**src/rtl/decode_pkg.sv**
```systemverilog
// rtl/decode_pkg.sv - opcodes, instruction field positions and immediate formats for the decode stage
package decode_pkg;

    localparam int NUM_REGS = 8;
    localparam int REG_W    = 3;
    localparam int IMM_RAW_W = 7;

    localparam int OPC_LSB  = 0;
    localparam int RD_LSB   = 3;
    localparam int RS1_LSB  = 6;
    localparam int RS2_LSB  = 9;
    localparam int FUNC_LSB = 12;

    localparam logic [2:0] OP_RTYPE = 3'b000;
    localparam logic [2:0] OP_ITYPE = 3'b001;
    localparam logic [2:0] OP_LOAD  = 3'b010;
    localparam logic [2:0] OP_STORE = 3'b011;
    localparam logic [2:0] OP_BEQ   = 3'b100;
    localparam logic [2:0] OP_BNE   = 3'b101;
    localparam logic [2:0] OP_BLT   = 3'b110;
    localparam logic [2:0] OP_JR    = 3'b111;

    typedef enum logic [1:0] {
        IMM_NONE = 2'd0,
        IMM_I    = 2'd1,
        IMM_S    = 2'd2
    } imm_fmt_e;

    function automatic imm_fmt_e imm_fmt(input logic [2:0] op);
        case (op)
            OP_ITYPE, OP_LOAD:                 return IMM_I;
            OP_STORE, OP_BEQ, OP_BNE, OP_BLT:  return IMM_S;
            default:                           return IMM_NONE;
        endcase
    endfunction

    // Raw 7-bit immediate before sign extension to the datapath width.
    function automatic logic [IMM_RAW_W-1:0] imm_raw(input logic [15:0] ir, input imm_fmt_e fmt);
        case (fmt)
            IMM_I:   return ir[15:9];
            IMM_S:   return {ir[15:12], ir[5:3]};
            default: return '0;
        endcase
    endfunction

    // rs1 is read by every opcode; rs2 only by these.
    function automatic logic reads_rs2(input logic [2:0] op);
        case (op)
            OP_RTYPE, OP_STORE, OP_BEQ, OP_BNE, OP_BLT: return 1'b1;
            default:                                     return 1'b0;
        endcase
    endfunction

endpackage

```
**src/rtl/decode_regfile.sv**
```systemverilog
// rtl/decode_regfile.sv - 8-entry register file, two read ports, one write port with same-cycle bypass
module decode_regfile
    import decode_pkg::*;
#(
    parameter int XLEN  = 16,
    parameter int NREGS = NUM_REGS
) (
    input  logic             clk,
    input  logic             reset,
    input  logic [REG_W-1:0] raddr1,
    output logic [XLEN-1:0]  rdata1,
    input  logic [REG_W-1:0] raddr2,
    output logic [XLEN-1:0]  rdata2,
    input  logic             wen,
    input  logic [REG_W-1:0] waddr,
    input  logic [XLEN-1:0]  wdata
);

    logic [XLEN-1:0] regs_q [NREGS];
    logic [XLEN-1:0] regs_d [NREGS];

    // Next register contents; r0 is never written.
    always_comb begin
        regs_d = regs_q;
        if (wen && (waddr != '0)) begin
            regs_d[waddr] = wdata;
        end
    end

    // Register storage with synchronous clear.
    always_ff @(posedge clk) begin
        if (!reset) begin
            regs_q <= '{default: '0};
        end else begin
            regs_q <= regs_d;
        end
    end

    // Read ports: r0 reads zero, a write in flight to the same register is bypassed.
    always_comb begin
        rdata1 = regs_q[raddr1];
        rdata2 = regs_q[raddr2];
        if (wen && (waddr == raddr1)) rdata1 = wdata;
        if (wen && (waddr == raddr2)) rdata2 = wdata;
        if (raddr1 == '0) rdata1 = '0;
        if (raddr2 == '0) rdata2 = '0;
    end

endmodule

```
**src/rtl/pipelined_decode.sv**
```systemverilog
// rtl/pipelined_decode.sv - IF/ID and ID/EX pipeline registers with decode, forwarding, hazards and branch resolve
module pipelined_decode
    import decode_pkg::*;
#(
    parameter int              XLEN     = 16,
    parameter logic [XLEN-1:0] RESET_PC = '0,
    parameter int              NREGS    = 8
) (
    input  logic            clk,
    input  logic            reset,
    input  logic            in_valid,
    input  logic [XLEN-1:0] pc_in,
    input  logic [15:0]     ir_in,
    output logic            stall_out,
    output logic            redirect_valid,
    output logic [XLEN-1:0] redirect_pc,
    input  logic            wb_en,
    input  logic [2:0]      wb_rd,
    input  logic [XLEN-1:0] wb_data,
    input  logic            ex_fwd_valid,
    input  logic [2:0]      ex_fwd_rd,
    input  logic [XLEN-1:0] ex_fwd_data,
    input  logic            mem_fwd_valid,
    input  logic [2:0]      mem_fwd_rd,
    input  logic [XLEN-1:0] mem_fwd_data,
    input  logic            ex_load_pending,
    input  logic [2:0]      ex_load_rd,
    output logic            out_valid,
    input  logic            out_ready,
    output logic [XLEN-1:0] out_pc,
    output logic [XLEN-1:0] out_arg1,
    output logic [XLEN-1:0] out_arg2,
    output logic [XLEN-1:0] out_imm,
    output logic [2:0]      out_rs1,
    output logic [2:0]      out_rs2,
    output logic [2:0]      out_rd,
    output logic            out_reg_write,
    output logic            out_alu_src,
    output logic            out_mem_read,
    output logic            out_mem_write,
    output logic [2:0]      out_alu_op
);

    typedef struct packed {
        logic            valid;
        logic [XLEN-1:0] pc;
        logic [XLEN-1:0] arg1;
        logic [XLEN-1:0] arg2;
        logic [XLEN-1:0] imm;
        logic [2:0]      rs1;
        logic [2:0]      rs2;
        logic [2:0]      rd;
        logic            reg_write;
        logic            alu_src;
        logic            mem_read;
        logic            mem_write;
        logic [2:0]      alu_op;
    } idex_t;

    logic            ifid_valid_q, ifid_valid_d;
    logic [XLEN-1:0] ifid_pc_q, ifid_pc_d;
    logic [15:0]     ifid_ir_q, ifid_ir_d;
    idex_t           idex_q, idex_d, idex_rst, dec;

    logic [2:0]      opcode, rs1, rs2, rd;
    logic [XLEN-1:0] rf_rdata1, rf_rdata2, arg1, arg2, imm;
    logic            load_use, bp_stall, stall, taken;

    // Priority: r0, EX result, MEM result, then regfile (which already bypasses WB).
    function automatic logic [XLEN-1:0] resolve_src(
        input logic [2:0] rs, input logic [XLEN-1:0] rf_val,
        input logic exv, input logic [2:0] exrd, input logic [XLEN-1:0] exd,
        input logic mv, input logic [2:0] mrd, input logic [XLEN-1:0] md);
        if (rs == 3'd0)              return '0;
        else if (exv && exrd == rs)  return exd;
        else if (mv && mrd == rs)    return md;
        else                         return rf_val;
    endfunction

    decode_regfile #(.XLEN(XLEN), .NREGS(NREGS)) u_regfile (
        .clk    (clk),
        .reset  (reset),
        .raddr1 (rs1),
        .rdata1 (rf_rdata1),
        .raddr2 (rs2),
        .rdata2 (rf_rdata2),
        .wen    (wb_en),
        .waddr  (wb_rd),
        .wdata  (wb_data)
    );

    // Field extraction, immediate generation and operand resolution for the IF/ID instruction.
    always_comb begin
        logic [IMM_RAW_W-1:0] raw;
        opcode = ifid_ir_q[OPC_LSB +: 3];
        rd     = ifid_ir_q[RD_LSB +: 3];
        rs1    = ifid_ir_q[RS1_LSB +: 3];
        rs2    = ifid_ir_q[RS2_LSB +: 3];
        raw    = imm_raw(ifid_ir_q, imm_fmt(opcode));
        imm    = {{(XLEN-IMM_RAW_W){raw[IMM_RAW_W-1]}}, raw};
        arg1   = resolve_src(rs1, rf_rdata1, ex_fwd_valid, ex_fwd_rd, ex_fwd_data,
                             mem_fwd_valid, mem_fwd_rd, mem_fwd_data);
        arg2   = resolve_src(rs2, rf_rdata2, ex_fwd_valid, ex_fwd_rd, ex_fwd_data,
                             mem_fwd_valid, mem_fwd_rd, mem_fwd_data);
    end

    // Control decode packed into the ID/EX record format.
    always_comb begin
        dec           = '0;
        dec.valid     = 1'b1;
        dec.pc        = ifid_pc_q;
        dec.arg1      = arg1;
        dec.arg2      = arg2;
        dec.imm       = imm;
        dec.rs1       = rs1;
        dec.rs2       = rs2;
        dec.rd        = rd;
        dec.reg_write = (opcode == OP_RTYPE) || (opcode == OP_ITYPE) || (opcode == OP_LOAD);
        dec.alu_src   = (opcode == OP_ITYPE) || (opcode == OP_LOAD) || (opcode == OP_STORE);
        dec.mem_read  = (opcode == OP_LOAD);
        dec.mem_write = (opcode == OP_STORE);
        dec.alu_op    = (opcode == OP_RTYPE) ? ifid_ir_q[FUNC_LSB +: 3] : 3'b000;
    end

    // Hazard detection, branch evaluation and redirect.
    always_comb begin
        load_use = ifid_valid_q && ex_load_pending && (ex_load_rd != 3'd0) &&
                   ((ex_load_rd == rs1) || (reads_rs2(opcode) && (ex_load_rd == rs2)));
        bp_stall = idex_q.valid && !out_ready;
        stall    = load_use || bp_stall;
        case (opcode)
            OP_BEQ:  taken = (arg1 == arg2);
            OP_BNE:  taken = (arg1 != arg2);
            OP_BLT:  taken = ($signed(arg1) < $signed(arg2));
            OP_JR:   taken = 1'b1;
            default: taken = 1'b0;
        endcase
        redirect_valid = ifid_valid_q && !stall && taken;
        redirect_pc    = (opcode == OP_JR) ? arg1 : (ifid_pc_q + imm);
        stall_out      = stall;
    end

    // IF/ID next state: squash on redirect, hold on stall, otherwise take the fetch.
    always_comb begin
        ifid_valid_d = ifid_valid_q;
        ifid_pc_d    = ifid_pc_q;
        ifid_ir_d    = ifid_ir_q;
        if (redirect_valid) begin
            ifid_valid_d = 1'b0;
            ifid_ir_d    = '0;
        end else if (!stall) begin
            ifid_valid_d = in_valid;
            ifid_pc_d    = pc_in;
            ifid_ir_d    = ir_in;
        end
    end

    // ID/EX next state: hold under backpressure, bubble on load-use or empty IF/ID.
    always_comb begin
        idex_rst    = '0;
        idex_rst.pc = RESET_PC;
        idex_d      = idex_q;
        if (!bp_stall) begin
            if (load_use || !ifid_valid_q) begin
                idex_d = '0;
            end else begin
                idex_d = dec;
            end
        end
    end

    // Pipeline registers with synchronous active-low clear.
    always_ff @(posedge clk) begin
        if (!reset) begin
            ifid_valid_q <= 1'b0;
            ifid_pc_q    <= RESET_PC;
            ifid_ir_q    <= '0;
            idex_q       <= idex_rst;
        end else begin
            ifid_valid_q <= ifid_valid_d;
            ifid_pc_q    <= ifid_pc_d;
            ifid_ir_q    <= ifid_ir_d;
            idex_q       <= idex_d;
        end
    end

    assign out_valid     = idex_q.valid;
    assign out_pc        = idex_q.pc;
    assign out_arg1      = idex_q.arg1;
    assign out_arg2      = idex_q.arg2;
    assign out_imm       = idex_q.imm;
    assign out_rs1       = idex_q.rs1;
    assign out_rs2       = idex_q.rs2;
    assign out_rd        = idex_q.rd;
    assign out_reg_write = idex_q.reg_write;
    assign out_alu_src   = idex_q.alu_src;
    assign out_mem_read  = idex_q.mem_read;
    assign out_mem_write = idex_q.mem_write;
    assign out_alu_op    = idex_q.alu_op;

endmodule

```
**config.mk**
```make
export PLATFORM = sky130hd
export DESIGN_NAME = pipelined_decode
export DESIGN_NICKNAME = d
export VERILOG_FILES = /design/src/rtl/decode_pkg.sv /design/src/rtl/decode_regfile.sv /design/src/rtl/pipelined_decode.sv
export SDC_FILE = /design/constraint.sdc
export NUM_CORES = 1
export LEC_CHECK = 0
export BUFFER_PORTS_ARGS = -buffer_cell sky130_fd_sc_hd__buf_4
export CORE_UTILIZATION = 58
export DETAILED_ROUTE_END_ITERATION = 12
export GPL_TIMING_DRIVEN = 0
export PLACE_DENSITY_LB_ADDON = 0.15
export SYNTH_ARGS = -nofsm -noshare
export SYNTH_HDL_FRONTEND = slang
export SYNTH_SLANG_ARGS = --single-unit
```
**constraint.sdc**
```tcl
create_clock -name clk -period 7.1 [get_ports clk]
set_input_delay 1.42 -clock clk [delete_from_list [all_inputs] [get_ports clk]]
set_output_delay 1.42 -clock clk [all_outputs]
set_load 0.01 [all_outputs]
```
==> results.yml, run 1 <==
worst_setup_path:
  path_delay_family: "simple AND/OR/NAND/NOR gates"
  path_common_cell: "buf_4"
  path_buf_inv: 3
  cp_cell_sequence: "clkbuf_2 -> xnor2_1 -> nand4_4 -> buf_4 -> mux2i_1 -> o211ai_1 -> o21ai_0 -> or2_2 -> ha_1 -> nand4_1 -> nor4_2 -> a21boi_1 -> nor2_1 -> o311ai_4 -> and3_1 -> buf_4"
  required_ns: 5.68
  arrival_ns: 5.39
  cp-end-kind: "output port"
  cp_slowest_cell: "nor4_2"
  start_kind: "input port"
  path_class: "input port to output port"
  critical_path.max_fanout: 10
  cp_slowest_stage_delay_ns: 0.39
yosys:
  synth-xor-area-share_pct: 2.67
  synth_mux_area_share_pct: 18.6
  yosysSeqAreaShare_pct: 36.5
  yosys_register_bits: 233
  synth_top_family_by_area: "simple AND/OR/NAND/NOR gates"
  synthArstFlopShare_pct: 0
  yosys.area_share.simple_pct: 18.7
  synth.distinct_cells: 62
  synth_ff_type: "dfxtp_1"
  synth_fa_ha_area_share_pct: 3.39
  syn-cell-area_sq_um: 12800
  synth-compound-area-share_pct: 14.9
  synth_nets: 1633
  synth_area_per_cell_sq_um: 8.52
  ys.warnings.count: 0
  synth_cells: 1499
  synth-edff-count: 0
timing:
  setup_viol: 0
  fmax_mhz: 147
  finClkSkew_ns: 0.0162
  period_needed_ns: 6.81
  slew_headroom_pct: 39.2
  tns_ns: 0
  rsz0062_at_grt: "no"
  worstMarginPinSlew_ns: 0.912
  holdWs_ns: 0.453
  drv_slew: 0
  finalHoldViolCount: 0
  period_share_pct: 95.9
grt:
  grt_pass1_vias: 11500
  grt_max_degree: 15
  grt.overflow.total: 0
  antenna_found_initial: 0
  grt_first_pass_wirelength_um: 63100
  track_usage_pct: 36.5
cts:
  cts_sinks: 233
  tritoncts: "built"
  numCtsBuffers: 25
  clk_latency_ns: 0.54
  cts_buffer_depth: 3
  clkTransAtPathRegs_ns: 0.06
  cts-root-buf: "clkbuf_16"
  cts-htree-levels: 1
drt:
  vias: 12200
  drt-total-wl_um: 41300
  ant_nets: 0
  vias_per_cell: 6.09
  drcViolationCount: 0
  wl_per_cell_um: 20.6
  firstDrtPassIters: 9
  drt_iter0_drc: 1064
floorplanning:
  die_y_um: 150
  die_x_um: 150
  initial_core_util_pct: 60.0
  ios: 199
  dieArea_sq_um: 22600
  core_sq_um: 21300
  rows: 53
cells_and_area:
  finalInstanceArea_sq_um: 15400
  syn_to_final_growth_pct: 20.3
  nNetsFinal: 1840
  final_cell_mix: "nand2_1 (369), dfxtp_1 (233), buf_4 (199), a21oi_1 (160), clkbuf_1 (82)"
  stdcell_count: 1999
  drive_gt1_share_pct: 22.0
  final_common_cell: "nand2_1"
  fillers: 1691
power:
  finalPower_mw: 3.38
  leakage_nw: 6.15
  peakVddDrop_v: 0.000203
  p_per_area_nw_per_um2: 220
placed_design:
  place_congestion: 0.987
  post-place-cells: 1954
  dp_hpwl_um: 31600
  io_buffer_count: 180
  placed_area_sq_um: 14500
outcome:
  status: "complete, no violations"
min_path:
  hold_path.class: "flop to flop"
job:
  cap_violations: 0
## state kept, by name, indices dropped and copies added, names as in the netlist, 3 cells and up
register	flops
out_rd	3
out_imm	7
out_alu_op	3
out_rs2	3
ifid_ir_q	16
out_pc	16
out_arg2	16
out_rs1	3
out_arg1	16
u_regfile.regs_q	128
ifid_pc_q	16
## tightest hold or removal path, stage by stage, from the launching register on
cell	delay [ns]
dfxtp_1	0.31
nand2_1	0.05
a21oi_1	0.05
## per-layer routing
metal / up-vias / global-route usage (%) / share of wire [%]
li1: 5648 / - / -
met1: 5773 / 45.9 / 39
met2: 623 / 63.3 / 49
met3: 134 / 3.85 / 7.4
met4: 0 / 15.9 / 4.5
met5: - / 0 / 0
## path summary, 6_finish.rpt
check,start,endpoint,slack [ns],cells after the start
min reg2reg,out_pc[14],out_pc[14],0.45,2
max,wb_rd[2],redirect_valid,0.29,16
min,out_pc[14],out_pc[14],0.45,2
max reg2reg,ifid_ir_q[7],ifid_ir_q[9],2.00,18
## cells in the mapped netlist, drive strengths merged, types with 2 or more instances
| cell | count | share of area, % |
|---|---|---|
| a211oi | 2 | 0.16 |
| a21o | 6 | 0.35 |
| a21oi | 160 | 6.3 |
| a22oi | 7 | 0.41 |
| a31o | 2 | 0.14 |
| a31oi | 5 | 0.36 |
| a32oi | 6 | 0.41 |
| and2 | 19 | 0.93 |
| and3 | 5 | 0.24 |
| buf | 46 | 2.1 |
| clkbuf | 85 | 2.5 |
| dfxtp | 233 | 37 |
| ha | 33 | 3.2 |
| inv | 21 | 0.62 |
| mux2 | 23 | 2.0 |
| mux2i | 67 | 5.3 |
| mux4 | 64 | 11 |
| nand2 | 370 | 11 |
| nand2b | 6 | 0.29 |
| nand3 | 36 | 1.4 |
| nand3b | 2 | 0.12 |
| nand4 | 12 | 0.64 |
| nor2 | 66 | 1.9 |
| nor2b | 10 | 0.49 |
| nor3 | 6 | 0.24 |
| o211ai | 41 | 2.4 |
| o21a | 3 | 0.18 |
| o21ai | 73 | 2.9 |
| o22ai | 9 | 0.44 |
| o311ai | 2 | 0.20 |
| o31ai | 2 | 0.12 |
| or2 | 18 | 0.88 |
| or3 | 4 | 0.20 |
| xnor2 | 28 | 1.9 |
| xor2 | 11 | 0.75 |
## report_power, final
part | switching (mW) | total (mW) | internal [mW]
combinational | 0.358 | 0.602 | 0.244
sequential | 0.0314 | 1.37 | 1.34
clock | 0.566 | 1.40 | 0.837
## kinds of logic after synthesis
| kind of cell | after synthesis |
|---|---|
| simple gates | 560 |
| compound gates | 327 |
| flops | 233 |
| mux | 154 |
| buf+inv | 152 |
| xor+xnor | 39 |
| fa+ha+maj | 34 |
## timing repair
action,4_1_cts,5_1_grt
buffers inserted,0,2
resized for setup,0,5
setup endpoints to repair,1,1
hold buffers,0,0
gates cloned,0,0
## metrics by stage
stage                     setup slack [ns]  utilization, %
after floorplan                      0.995               -
after global placement             -0.0531            68.0
after detailed placement            -0.117            68.0
after CTS                          0.00558            72.0
after global routing                0.0420            72.2
final                                0.293            72.2
## area by class of cell
type / instances / area [sq um] / share of cell area [%]
Tap cell: 275 / 344 / 2.24
Sequential cell: 233 / 4660 / 30.4
Antenna cell: 1 / 2.50 / 0.0163
Inverter: 21 / 78.8 / 0.513
Timing Repair Buffer: 182 / 1370 / 8.89
Clock buffer: 27 / 643 / 4.18
Multi-Input combinational cell: 1114 / 7470 / 48.6
Buffer: 129 / 579 / 3.77
Clock inverter: 17 / 223 / 1.45
(Power assumes the default switching activity.)
==> run 2: changes to the inputs <==
Clock period 7.1 ns to 6.5 ns, I/O delays scaled along.
==> results.yml, run 2 (synthesized netlist as in run 1, its figures left out) <==
power:
  peakVddDrop_v: 0.000222
  p_per_area_nw_per_um2: 240
  finalPower_mw: 3.69
  leakage_nw: 6.18
drt:
  wl_per_cell_um: 20.6
  ant_nets: 0
  vias: 12200
  vias_per_cell: 6.10
  firstDrtPassIters: 5
  drcViolationCount: 0
  drt-total-wl_um: 41200
  drt_iter0_drc: 1051
timing:
  finClkSkew_ns: 0.0128
  period_share_pct: 97.2
  slew_headroom_pct: 38.8
  period_needed_ns: 6.32
  finalHoldViolCount: 0
  rsz0062_at_grt: "yes"
  worstMarginPinSlew_ns: 0.916
  holdWs_ns: 0.453
  drv_slew: 0
  tns_ns: 0
  setup_viol: 0
  fmax_mhz: 158
cells_and_area:
  finalInstanceArea_sq_um: 15400
  multi_input_area_sq_um: 7490
  top_register: "u_regfile.regs_q"
  final_cell_mix: "nand2_1 (369), dfxtp_1 (233), buf_4 (200), a21oi_1 (160), clkbuf_1 (80)"
  regArea_sq_um: 4660
  stdcell_count: 2001
  fillers: 1681
  syn_to_final_growth_pct: 20.7
  final_common_cell: "nand2_1"
  largest_reg_flops: 128
  nNetsFinal: 1842
  drive_gt1_share_pct: 22.5
grt:
  grt_use_met2_pct: 63.4
  antenna_found_initial: 0
  grt_use_met3_pct: 4.24
  grt_most_used_layer: "met2"
  grt_max_degree: 15
  grt.overflow.total: 0
  track_usage_pct: 36.5
  grtUsageMet1_pct: 45.6
  grt_pass1_vias: 11500
  grt_first_pass_wirelength_um: 63100
floorplanning:
  ios: 199
  die_x_um: 150
  core_sq_um: 21300
  rows: 53
  dieArea_sq_um: 22600
  die_y_um: 150
  initial_core_util_pct: 60.0
worst_setup_path:
  critical_path.max_fanout: 10
  required_ns: 5.20
  r2r_cells: 16
  path_class: "flop to output port"
  reg2reg_from: "ifid_ir_q[8]"
  cp-startpoint: "ifid_ir_q[8]"
  cp-end-kind: "output port"
  critical_path_cell_count: 14
  start_kind: "flop"
  path_buf_inv: 5
  cp_cell_sequence: "buf_2 -> buf_2 -> buf_1 -> nor3_1 -> clkbuf_1 -> nor2_1 -> ha_1 -> nand4_1 -> nor4_4 -> a21boi_1 -> nor2_1 -> o311ai_4 -> and3_1 -> buf_4"
  arrival_ns: 5.02
  cp_slowest_cell: "nor3_1"
  cp_slowest_stage_delay_ns: 0.78
  path_delay_family: "simple AND/OR/NAND/NOR gates"
placed_design:
  post-place-cells: 1954
  placed_area_sq_um: 14500
  io_buffer_count: 180
  dp_hpwl_um: 31600
  place_congestion: 0.987
cts:
  cts_buffer_depth: 3
  cts-htree-levels: 1
  clk_latency_ns: 0.53
  numCtsBuffers: 25
  cts-root-buf: "clkbuf_16"
  cts_sinks: 233
  clkTransAtPathRegs_ns: 0.06
  tritoncts: "built"
job:
  cap_violations: 0
min_path:
  whs_path_depth: 2
  hold_path.class: "flop to flop"
  worstHoldStart: "out_pc[14]"
outcome:
  status: "complete, no violations"
## run 2: stage by stage
stage | util (%) | worst slack, ns
after floorplan | - | 0.635
after global placement | 68.0 | -0.413
after detailed placement | 68.0 | -0.477
after CTS | 72.1 | 0.00602
after global routing | 72.4 | -0.0317
final | 72.4 | 0.180
## run 2: worst paths after layout
kind / end / slack, ns
max reg2reg: ifid_ir_q[9] / 1.57
max: redirect_valid / 0.18
min: out_pc[14] / 0.45
min reg2reg: out_pc[14] / 0.45
## run 2: worst min-delay path: cells and delay by family (launching register included)
| family | cells | cell delay, ns |
|---|---|---|
| flops | 1 | 0.31 |
| simple gates | 1 | 0.05 |
| compound gates | 1 | 0.05 |
## run 2: area by class of cell
class                      count  share of cell area [%]
inverter                      21                   0.511
timing repair buffer         184                    8.96
sequential                   233                    30.3
antenna                        1                  0.0162
buffer                       129                    3.82
clock buffer                  27                    4.17
multi-input combinational   1114                    48.6
tap                          275                    2.23
clock inverter                17                    1.44
## run 2: timing repair
item,CTS,global route
pin swaps,1,2
hold buffers,0,0
gates resized for setup,4,11
endpoints found under the setup margin,1,2
cloned,0,0
setup buffers,0,4
## run 2: where the power goes
part	internal, mW	switching (mW)
Combinational	0.270	0.395
Sequential	1.47	0.0338
Clock	0.914	0.613
## run 2: layer usage
| metal | vias to the layer above | part of all wire, % |
|---|---|---|
| met2 | 624 | 49 |
| li1 | 5662 | - |
| met4 | 0 | 4.5 |
| met3 | 132 | 7.5 |
| met1 | 5796 | 39 |
| met5 | - | 0 |
==> run 3: changes to the inputs <==
==> constraint.sdc (replaced) <==
create_clock -name clk -period 6.5 [get_ports clk]
set_input_delay 0 -clock clk [delete_from_list [all_inputs] [get_ports clk]]
set_output_delay 0 -clock clk [all_outputs]
set_load 0.01 [all_outputs]
==> results.yml, run 3 (synthesized netlist as in run 1, its figures left out) <==
outcome:
  status: "complete, no violations"
floorplanning:
  dieArea_sq_um: 22600
  rows: 53
  core_sq_um: 21300
  ios: 199
  die_y_um: 150
  die_x_um: 150
  initial_core_util_pct: 60.0
power:
  finalPower_mw: 3.72
  leakage_nw: 6.41
  p_per_area_nw_per_um2: 232
  peakVddDrop_v: 0.000222
job:
  cap_violations: 0
grt:
  track_usage_pct: 37.8
  grt_max_degree: 15
  grt.overflow.total: 0
  grt_first_pass_wirelength_um: 65500
  antenna_found_initial: 0
  grt_pass1_vias: 12000
timing:
  period_share_pct: 83.1
  worstMarginPinSlew_ns: 0.909
  period_needed_ns: 5.40
  holdWs_ns: 0.0194
  tns_ns: 0
  drv_slew: 0
  fmax_mhz: 185
  setup_viol: 0
  slew_headroom_pct: 39.4
  finClkSkew_ns: 0.0164
  rsz0062_at_grt: "no"
  finalHoldViolCount: 0
  setup_ws_ns: 1.10
cells_and_area:
  stdcell_count: 2069
  diodes: 0
  drive_gt1_share_pct: 20.9
  top_register: "u_regfile.regs_q"
  nNetsFinal: 1911
  largest_reg_flops: 128
  syn_to_final_growth_pct: 25.6
  final_common_cell: "nand2_1"
  final_cell_mix: "nand2_1 (369), dfxtp_1 (233), buf_4 (197), a21oi_1 (160), clkbuf_1 (85)"
worst_setup_path:
  start_kind: "flop"
  path_class: "flop to output port"
  cp-end-kind: "output port"
  cp_cell_sequence: "buf_2 -> clkbuf_1 -> mux4_2 -> mux2i_1 -> nand2_1 -> o211ai_1 -> o211ai_1 -> o21ai_0 -> nor2_1 -> ha_1 -> nand4_1 -> nor4_1 -> a21boi_1 -> nor2_1 -> o311ai_2 -> and3_1 -> buf_4"
  critical_path.max_fanout: 10
  arrival_ns: 5.40
  r2r_setup_slack_ns: 1.21
  cp_slowest_stage_delay_ns: 0.67
  cp_slowest_cell: "clkbuf_1"
  required_ns: 6.50
placed_design:
  dp_hpwl_um: 31600
  io_buffer_count: 180
  place_congestion: 0.987
  place_ws_ns: 1.36
  post-place-cells: 1954
cts:
  cts_buffer_depth: 3
  cts-root-buf: "clkbuf_16"
  cts-htree-levels: 1
  clk_latency_ns: 0.54
  tritoncts: "built"
  cts_sinks: 233
  numCtsBuffers: 25
  clkTransAtPathRegs_ns: 0.07
drt:
  vias: 12600
  drt-total-wl_um: 42700
  drcViolationCount: 0
  ant_nets: 0
  vias_per_cell: 6.08
  wl_per_cell_um: 20.7
  firstDrtPassIters: 6
  drt_iter0_drc: 1112
min_path:
  hold_path.class: "input port to flop"
==> run 3: final timing paths <==
kind | from | end | cells after the start
setup / recovery | ifid_ir_q[7] | redirect_valid | 17
hold / removal | mem_fwd_data[2] | out_arg2[2] | 5
setup reg to reg | ifid_ir_q[7] | ifid_ir_q[5] | 19
hold reg to reg | out_arg1[13] | out_arg1[13] | 2
==> run 3: cell type report <==
type                            instances  area (sq um)
Timing Repair Buffer                  251          2060
Sequential cell                       233          4660
Buffer                                131           586
Clock inverter                         17           223
Multi-Input combinational cell       1114          7440
Inverter                               21          78.8
Clock buffer                           27           643
Fill cell                            1577          5250
Tap cell                              275           344
==> run 3: power breakdown <==
part / switching (mW) / internal (mW)
combinational: 0.397 / 0.293
sequential: 0.0343 / 1.47
clock: 0.617 / 0.914
total: 1.05 / 2.67
==> run 3: worst max-delay path, delay by kind of cell (launching register included) <==
family | cells | cell delay, ns
compound gates | 5 | 1.26
buf+inv | 3 | 1.18
simple gates | 6 | 1.07
mux | 2 | 0.59
flops | 1 | 0.43
fa+ha+maj | 1 | 0.34
==> run 3: stage by stage <==
| step | cell area (sq um) | utilization (%) |
|---|---|---|
| after global placement | 14500 | 68.0 |
| after detailed placement | 14500 | 68.0 |
| after CTS | 16000 | 75.4 |
| final | 16000 | 75.4 |
| after global routing | 16000 | 75.4 |
| after floorplan | 12800 | - |
==> run 3: repair_timing <==
action	CTS	global route
setup buffers	0	0
gates resized for setup	0	0
hold endpoints to repair	170	0
hold buffers	71	0
==> run 3: routing by layer <==
metal  GRT usage [%]  wire length [um]  vias to the layer above
li1                -                 -                     5794
met3            4.73              3370                      162
met2            66.3             21000                      662
met4            16.5              2080                        0
met1            46.5             16300                     5969
met5               0                 0                        -
